===== config.mk =====
export PLATFORM = sky130hd
export DESIGN_NAME = display_hex_varredura_flat
export DESIGN_NICKNAME = d
export VERILOG_FILES = /design/src/rtl/display_hex_varredura_pkg.sv /design/src/rtl/display_hex_varredura_if.sv /design/src/rtl/display_hex_varredura_seg7.sv /design/src/rtl/display_hex_varredura.sv /design/src/flat_wrapper.sv
export SDC_FILE = /design/constraint.sdc
export NUM_CORES = 1
export LEC_CHECK = 0
export BUFFER_PORTS_ARGS = -buffer_cell sky130_fd_sc_hd__buf_2
export CAP_MARGIN = 10
export CORE_MARGIN = 4
export CORE_UTILIZATION = 50
export CTS_CLUSTER_DIAMETER = 100
export DETAILED_ROUTE_END_ITERATION = 6
export PLACE_DENSITY = 0.8
export SLEW_MARGIN = 25
export SYNTH_ARGS = -nofsm -noshare
export SYNTH_HDL_FRONTEND = slang
export SYNTH_SLANG_ARGS = --single-unit

===== constraint.sdc =====
create_clock -name clk -period 5.5 [get_ports clk]
set_input_delay 1.1 -clock clk [delete_from_list [all_inputs] [get_ports clk]]
set_output_delay 1.1 -clock clk [all_outputs]
set_load 0.01 [all_outputs]

===== src/rtl/display_hex_varredura_pkg.sv =====
// Shared constants for the multiplexed hex display: segment patterns and width helpers.
// No logic, no latency.
// No backpressure; consumed by the decoder and the scan controller.
package display_hex_varredura_pkg;

  // Segment patterns, bit order [0:6] = a..g, active low (0 = lit)
  localparam logic [0:6] SEG_0       = 7'b0000001;
  localparam logic [0:6] SEG_1       = 7'b1001111;
  localparam logic [0:6] SEG_2       = 7'b0010010;
  localparam logic [0:6] SEG_3       = 7'b0000110;
  localparam logic [0:6] SEG_4       = 7'b1001100;
  localparam logic [0:6] SEG_5       = 7'b0100100;
  localparam logic [0:6] SEG_6       = 7'b0100000;
  localparam logic [0:6] SEG_7       = 7'b0001111;
  localparam logic [0:6] SEG_8       = 7'b0000000;
  localparam logic [0:6] SEG_9       = 7'b0000100;
  localparam logic [0:6] SEG_A       = 7'b0001000;
  localparam logic [0:6] SEG_B       = 7'b1100000;
  localparam logic [0:6] SEG_C       = 7'b0110001;
  localparam logic [0:6] SEG_D       = 7'b1000010;
  localparam logic [0:6] SEG_E       = 7'b0110000;
  localparam logic [0:6] SEG_F       = 7'b0111000;
  localparam logic [0:6] SEG_APAGADO = 7'b1111111;

  // Counter width able to hold 0..n-1; never collapses to zero bits
  function automatic int largura(input int n);
    return (n <= 2) ? 1 : $clog2(n);
  endfunction

endpackage


===== src/rtl/display_hex_varredura_if.sv =====
// Load handshake between the datapath and the display controller.
// No logic, no latency.
// carga is honoured only while pronto=1; otherwise the strobe is dropped.
interface display_hex_varredura_if #(
  parameter int N_DIGITOS = 4
);
  logic                   carga;
  logic [4*N_DIGITOS-1:0] entrada;
  logic                   pronto;

  modport master (output carga, output entrada, input pronto);
  modport slave  (input carga, input entrada, output pronto);
endinterface


===== src/rtl/display_hex_varredura_seg7.sv =====
// Hex digit to 7-segment pattern (a..g, active low).
// Purely combinational, zero latency.
// No backpressure.
module decodificador_seg7
  import display_hex_varredura_pkg::*;
(
  input  logic [3:0] digito,
  output logic [0:6] seg
);

  // Table lookup of the segment pattern for one nibble
  always_comb begin
    seg = SEG_APAGADO;
    case (digito)
      4'h0: seg = SEG_0;
      4'h1: seg = SEG_1;
      4'h2: seg = SEG_2;
      4'h3: seg = SEG_3;
      4'h4: seg = SEG_4;
      4'h5: seg = SEG_5;
      4'h6: seg = SEG_6;
      4'h7: seg = SEG_7;
      4'h8: seg = SEG_8;
      4'h9: seg = SEG_9;
      4'hA: seg = SEG_A;
      4'hB: seg = SEG_B;
      4'hC: seg = SEG_C;
      4'hD: seg = SEG_D;
      4'hE: seg = SEG_E;
      4'hF: seg = SEG_F;
      default: seg = SEG_APAGADO;
    endcase
  end

endmodule


===== src/rtl/display_hex_varredura.sv =====
// Multiplexed N-digit hex 7-segment controller with tear-free loads, blink and zero suppression.
// Outputs registered one cycle after the scan index; loads appear at the next frame boundary.
// pronto stays low from an accepted load until its commit; carga while pronto=0 is ignored.
module display_hex_varredura
  import display_hex_varredura_pkg::*;
#(
  parameter int N_DIGITOS     = 4,
  parameter int DIV_VARREDURA = 50000,
  parameter int PERIODO_PISCA = 64
) (
  input  logic                  clk,
  input  logic                  rst_n,
  display_hex_varredura_if.slave carga_if,
  input  logic                  supressao_zeros,
  input  logic [N_DIGITOS-1:0]  pisca,
  output logic [0:6]            saida,
  output logic [N_DIGITOS-1:0]  anodo
);

  localparam int LARG_CNT = largura(DIV_VARREDURA);
  localparam int LARG_IDX = largura(N_DIGITOS);
  localparam int LARG_QDR = largura(PERIODO_PISCA);
  localparam int LARG_VAL = 4 * N_DIGITOS;

  logic [LARG_CNT-1:0]  prescaler;
  logic [LARG_IDX-1:0]  idx;
  logic [LARG_QDR-1:0]  quadros;
  logic                 fase;
  logic [LARG_VAL-1:0]  sombra;
  logic [LARG_VAL-1:0]  exibido;
  logic                 pendente;

  logic                 tick;
  logic                 fim_quadro;
  logic [3:0]           digito;
  logic [N_DIGITOS-1:0] zeros_acima;
  logic                 apagado;
  logic [0:6]           seg;

  assign tick       = (prescaler == LARG_CNT'(DIV_VARREDURA - 1));
  assign fim_quadro = tick && (idx == LARG_IDX'(N_DIGITOS - 1));

  // A load is outstanding exactly while pendente is set, so pronto is its inverse
  assign carga_if.pronto = ~pendente;

  // Scan timing: prescaler sets dwell per digit, idx walks the digits
  always_ff @(posedge clk or negedge rst_n) begin
    if (!rst_n) begin
      prescaler <= '0;
      idx       <= '0;
    end else if (tick) begin
      prescaler <= '0;
      idx       <= (idx == LARG_IDX'(N_DIGITOS - 1)) ? '0 : idx + 1'b1;
    end else begin
      prescaler <= prescaler + 1'b1;
    end
  end

  // Load handshake: capture into the shadow, publish only at a frame boundary
  always_ff @(posedge clk or negedge rst_n) begin
    if (!rst_n) begin
      sombra   <= '0;
      exibido  <= '0;
      pendente <= 1'b0;
    end else if (fim_quadro && pendente) begin
      exibido  <= sombra;
      pendente <= 1'b0;
    end else if (carga_if.carga && !pendente) begin
      sombra   <= carga_if.entrada;
      pendente <= 1'b1;
    end
  end

  // Blink phase: flips every PERIODO_PISCA completed frames
  always_ff @(posedge clk or negedge rst_n) begin
    if (!rst_n) begin
      quadros <= '0;
      fase    <= 1'b0;
    end else if (fim_quadro) begin
      if (quadros == LARG_QDR'(PERIODO_PISCA - 1)) begin
        quadros <= '0;
        fase    <= ~fase;
      end else begin
        quadros <= quadros + 1'b1;
      end
    end
  end

  // Pick the nibble under scan and mark digits whose value and all higher digits are zero
  always_comb begin
    logic acumula;
    digito  = '0;
    acumula = 1'b1;
    zeros_acima = '0;
    for (int i = N_DIGITOS - 1; i >= 0; i--) begin
      acumula        = acumula && (exibido[4*i +: 4] == 4'h0);
      zeros_acima[i] = acumula;
      if (idx == LARG_IDX'(i)) digito = exibido[4*i +: 4];
    end
    // The units digit always shows, even for an all-zero value
    zeros_acima[0] = 1'b0;
    apagado = (pisca[idx] && fase) || (supressao_zeros && zeros_acima[idx]);
  end

  decodificador_seg7 u_seg7 (
    .digito (digito),
    .seg    (seg)
  );

  // Registered pin drivers: one anode low for the scanned digit, or all dark
  always_ff @(posedge clk or negedge rst_n) begin
    if (!rst_n) begin
      saida <= SEG_APAGADO;
      anodo <= '1;
    end else if (apagado) begin
      saida <= SEG_APAGADO;
      anodo <= '1;
    end else begin
      saida <= seg;
      anodo <= ~(N_DIGITOS'(1) << idx);
    end
  end

endmodule


===== src/flat_wrapper.sv =====
// flat-port wrapper written by rule: the top's interface ports become plain ports
module display_hex_varredura_flat import display_hex_varredura_pkg::*;
#(
  parameter int N_DIGITOS     = 4,
  parameter int DIV_VARREDURA = 50000,
  parameter int PERIODO_PISCA = 64
)
  (clk, rst_n, supressao_zeros, pisca, saida, anodo, carga_if_carga, carga_if_entrada, carga_if_pronto);
  display_hex_varredura_if #(.N_DIGITOS(N_DIGITOS)) carga_if_i ();
  input  logic clk;
  input  logic rst_n;
  input  logic supressao_zeros;
  input  logic [N_DIGITOS-1:0] pisca;
  output logic [0:6] saida;
  output logic [N_DIGITOS-1:0] anodo;
  input wire logic [$bits(carga_if_i.carga)-1:0] carga_if_carga;
  input wire logic [$bits(carga_if_i.entrada)-1:0] carga_if_entrada;
  output wire logic [$bits(carga_if_i.pronto)-1:0] carga_if_pronto;
  assign carga_if_i.carga = carga_if_carga;
  assign carga_if_i.entrada = carga_if_entrada;
  assign carga_if_pronto = carga_if_i.pronto;
  display_hex_varredura #(.N_DIGITOS(N_DIGITOS), .DIV_VARREDURA(DIV_VARREDURA), .PERIODO_PISCA(PERIODO_PISCA)) u_core (.clk(clk), .rst_n(rst_n), .carga_if(carga_if_i), .supressao_zeros(supressao_zeros), .pisca(pisca), .saida(saida), .anodo(anodo));
endmodule

### After elaboration in Yosys (flattened, before gate mapping)

Memories as Yosys holds them, arrays and structs flattened.
Index checks and enable logic that the tools add are counted.

| word-level totals | value |
|---|---|
| output and inout bits | 12 |
| latch bits | 0 |
| memory bits (read-only) | 112 |
| memories | 1 |
| bits of input ports | 24 |
| logic and storage cells | 55 |
| bits in writable memories | 0 |
| flip-flop bits (word level) | 69 |

| cells by class | value |
|---|---|
| shift-type cells | 1 |
| equal/unequal tests | 5 |
| $mul | 0 |
| divide/modulo/power cells | 0 |
| mux-type cells | 15 |
| order comparisons | 1 |
| add/sub/neg operators | 3 |
| reductions and logical operators | 16 |
| bitwise operators | 4 |

Memories:

| name | words | width | rd ports | clocked after memory_dff | write ports | RTL line | text |
|---|---|---|---|---|---|---|---|
| (name not given) | 16 | 7 | 1 | 0 | 0 | display_hex_varredura_seg7.sv:14 | `case (digito)` |

Operator list:

| kind | number |
|---|---|
| $mux 4 | 5 |
| $add 16x1->16 const B | 1 |
| $eq 16x16->1 const B | 1 |
| $mux 16 | 1 |
| $logic_not 4->1 | 3 |
| $logic_and 1x1->1 | 7 |
| $mux 7 | 1 |
| $add 6x1->6 const B | 1 |
| $eq 6x6->1 const B | 1 |
| $mux 6 | 1 |
| $bmux 1 s2 | 2 |
| $eq 2x2->1 const B | 2 |
| $mux 1 | 4 |
| $not 4->4 | 1 |
| $reduce_and 2->1 | 2 |
| $shl 1x2->4 const A | 1 |
| $lt 2x3->1 const B | 1 |
| $not 1->1 | 3 |
| $add 2x1->2 const B | 1 |
| $eq 2x1->1 const B | 1 |
| $logic_not 2->1 | 1 |
| $mux 2 | 1 |
| $reduce_bool 2->1 | 1 |
| $logic_not 1->1 | 1 |
| $logic_or 1x1->1 | 1 |

### Logic depth before layout (Yosys ltp)

| depth | value |
|---|---|
| word-level depth | 8 |
| mapped depth | 11 |

### Cells and area by module

A second synthesis with hierarchy kept.

| unflattened totals | value |
|---|---|
| cells, all modules | 283 |
| area total of the unflattened synthesis | 3403.3 um^2 |

By module, submodules not included:

| module | area an instance (um^2) | times used | sequential area each (um^2) | cells each |
|---|---|---|---|---|
| display_hex_varredura | 3129.3 | 1 | 1740.4 | 251 |
| decodificador_seg7 | 274.0 | 1 | 0.0 | 32 |

### Worst setup path after synthesis

OpenSTA, ideal clock, no wires.

| timing | value |
|---|---|
| path kind | input -> register |
| from | input carga_if_carga |
| to | register u_core.sombra[10] |
| setup slack | 3196 ps |
| arrival time | 2180 ps |
| cell stages on the path | 4 |
| path buffers | 2 |
| cells stage by stage | nor2b_1 clkbuf_1 clkbuf_1 mux2_2 |

| on the way | value |
|---|---|
| longest elaborated chain between the ends | 2 |

Ends and longest elaborated chain:

| item | RTL line | text |
|---|---|---|
| start: declaration | flat_wrapper.sv:16 | `input wire logic [$bits(carga_if_i.carga)-1:0] carga_if_carga;` |
| $logic_and 1x1->1 | display_hex_varredura.sv:68 | `end else if (carga_if.carga && !pendente) begin` |
| $reduce_and 2->1 (no line) | n/a |  |
| end signal: assignment | display_hex_varredura.sv:69 | `sombra <= carga_if.entrada;` |
| end: declaration | display_hex_varredura.sv:29 | `logic [LARG_VAL-1:0] sombra;` |

No other way between the ends.
A chain may end at the register's enable or synchronous reset.

### Worst setup path in the final report

| timing | value |
|---|---|
| from | register u_core.idx[0] |
| to | register u_core.saida[3] (netlist bit) |

| on the way | value |
|---|---|
| longest elaborated chain between the ends | 7 |
| elaborated cells between the ends (all ways) | 17 |

Ends and longest elaborated chain:

| item | RTL line | text |
|---|---|---|
| start: declaration | display_hex_varredura.sv:26 | `logic [LARG_IDX-1:0] idx;` |
| start signal: assignment | display_hex_varredura.sv:53 | `idx <= (idx == LARG_IDX'(N_DIGITOS - 1)) ? '0 : idx + 1'b1;` |
| $eq 2x2->1 | display_hex_varredura.sv:98 | `if (idx == LARG_IDX'(i)) digito = exibido[4*i +: 4];` |
| $mux 4 (4 in a row) | display_hex_varredura.sv:98 |  |
| $mem_v2 16x7 | n/a |  |
| $mux 7 (*) | display_hex_varredura.sv:115 | `end else if (apagado) begin` |
| end signal: assignment | display_hex_varredura.sv:119 | `saida <= seg;` |
| end: declaration | display_hex_varredura.sv:16 | `output logic [0:6] saida,` |

Mark *: on every way between the ends. The rest lies on a longest branch, timed or not. The select of a mux whose other input is x is not followed.

==> metrics.txt <==
status=completed; Yosys reg bits=69; design area=0.003697 mm^2; Max-Cap Viols=0; P_leak=1.739 nW; fill count=~520; pin count of the biggest net entering global routing=70; Post-CTS Setup Inserts=0; Gate Count Post-Synth=274; number of global-route vias before repair=2,077; Req. time, crit path=approximately 5.8 ns; share of cells above drive strength 1=31.97%; die width=88.97 um; xor/xnor share of the synthesized area=4.275%; CTS Root Cell=clkbuf_8; DRC Markers=0; setup ws final=2.950 ns; clock sinks=69; Util after Layout=between 50% and 60%; Post-DP Area=roughly 0.0035 mm^2; Layout Skew=0.01130 ns; GR Overflow Total=0; max_slew headroom=42.66%; DIE AREA=about 0.008 mm^2; final hold vios=0; initial antenna violation count=0; Synthesized Nets=310; Hold Buf Count CTS=0; Overall Global Routing Usage=16.55%; maximum clock frequency=392.2 MHz; HP Class=reg2reg; core area=0.006350 mm^2; cts bufs inserted=9; Final Max Tran Viols=0; Reg2Reg Depth=9; I/O Buffers=35; fraction of the mapped netlist area in adder cells=4.580%; Peak supply drop=about 0.0002 V; Netlist Area Pre-Place=0.003278 mm^2; die height=between 80 and 90 um; Starting Density=51.63%; CP Capture Type=flop; Slew @ Worst Pin=around 0.86 ns; CP Data Arrival Time=2.82 ns; Total Wirelength=6.002 mm; CTS tree=built; number of flops mapped to enable cells by yosys=0; initial DRC count=97; crit-path max FO=15; Setup crit start kind=flop; Nets=350; clock buffer depth=2; # IOs=36; register area share after synthesis=between 50% and 60%; worst hold stages=1; power per cell area=247.3 mW/mm^2; Compound-Gate Fraction of Synth Area=around 7.7%; first-pass GRT wire length=approximately 10 mm; Skew-Pair Late Insertion Delay=0.35 ns; Worst Path Class, Setup=reg2reg; fin crit period=about 2.6 ns; synth unique cells=43; # diodes=0; CTS clock-pin slew for the worst setup and hold paths=0.07 ns; endpoints failing setup=0; Synth-to-Final Area Change=12.79%; GPL Wtd Cong=roughly 0.84; most frequent cells in the layout=dfrtp_1, buf_2, nand2_1; drt first pass iters=4; antenna viol nets, final=0; Avg Cell Area, Syn=11.96 um^2; setup_tns=0 ns; dpl ws=roughly 2.8 ns; RSZ-0062 raised after global routing=false; HPWL Detailed=roughly 4.3 mm; area share of and/or/nand/nor cells after synthesis=14.77%; async set or reset register ratio after synthesis=100.0%; Core Rows=29; most common cell after layout, fill and taps aside=dfrtp_1; prevailing post-synth register cell=dfrtp_1; wire per inst=15.16 um; Vias=between 2,000 and 2,500; Post-CTS Resized=0; vias per cell=~5.5; largest family of logic cells by synthesized area=simple AND/OR/NAND/NOR gates; Tcrit/Tclk final=46.36%; mux share of post-synthesis cell area=13.02%; H-tree depth=3; Synth warnings=0
## layer usage
| metal | GRT usage [%] | up-vias | share of wire, % |
|---|---|---|---|
| li1 | - | 1060 | - |
| met1 | 22.95 | 1069 | 48 |
| met2 | 25.03 | 46 | 45 |
| met3 | 5.991 | 6 | 5.8 |
| met4 | 4.060 | 0 | 1.2 |
| met5 | 0 | - | 0 |
## synthesized netlist by cell type (all sizes together) (5+ instances only)
cell type	n	area, um^2
dfrtp	58	1451
mux2	32	394.1
nand2	26	97.59
nor2	14	52.55
ha	12	150.1
dfstp	11	289.0
inv	11	41.29
nand3	10	62.56
o21ai	10	50.04
xnor2	10	87.58
clkbuf	8	30.03
nand4	7	43.79
and3	6	37.54
xor2	6	52.55
a21oi	5	25.02
nor3	5	25.02
nor4	5	46.29
## power breakdown
part / switching (mW) / internal, mW
combinational: 0.0150 / 0.0179
clock: 0.189 / 0.161
sequential: 0.00839 / 0.523
total: 0.213 / 0.701
## kinds of logic (layout without fill, tap and decap cells)
family | count (synthesis) | count (layout)
buffers and inverters | 20 | 65
multiplexers | 34 | 34
adder cells (fa/ha/maj) | 12 | 12
AO/OA/AOI/OAI | 35 | 35
XOR/XNOR | 16 | 16
flip-flops | 69 | 69
AND/OR/NAND/NOR | 88 | 88
## path summary, 6_finish.rpt
check | from | endpoint | slack [ns]
setup reg to reg | u_core.idx[0] | u_core.saida[3] | 2.95
hold / removal | u_core.quadros[5] | u_core.quadros[5] | 0.47
setup / recovery | u_core.idx[0] | u_core.saida[3] | 2.95
min in group asynchronous | rst_n | u_core.prescaler[14] | 0.94
max in group asynchronous | rst_n | u_core.idx[1] | 4.00
hold reg to reg | u_core.quadros[5] | u_core.quadros[5] | 0.47
## registers in the layout, indices dropped and copies added, names as in the netlist
register          flops
u_core.saida          7
u_core.fase           1
u_core.pendente       1
u_core.quadros        6
u_core.prescaler     16
u_core.exibido       16
u_core.idx            2
u_core.sombra        16
u_core.anodo          4
## layout make-up
cell class                      instances  area (um^2)  share of cell area, %
Clock buffer                            9        123.9                  3.350
Clock inverter                          7        42.54                  1.151
Inverter                               11        41.29                  1.117
Multi-Input combinational cell        185         1455                  39.36
Sequential cell                        69         1740                  47.07
Tap cell                               77        96.34                  2.606
Timing Repair Buffer                   38        197.7                  5.347
## critical path: stages (launching register included)
cell	delay (ns)
dfrtp_1	0.47
inv_1	0.13
ha_1	0.51
a211oi_1	0.11
a221o_1	0.46
inv_1	0.14
ha_1	0.24
nand2_1	0.06
and3_1	0.20
o21ai_0	0.15
## stage by stage
step / total power, mW / std cells / hold WS (ns)
after floorplan: 0.5516 / 274 / 0.4306
after global placement: 0.5724 / 380 / 0.4492
after detailed placement: 0.5747 / 380 / 0.4595
after CTS: 0.9248 / 396 / 0.4690
after global routing: 0.9520 / 396 / 0.4988
final: 0.9143 / 396 / 0.4722
(Power assumes the default switching activity.)
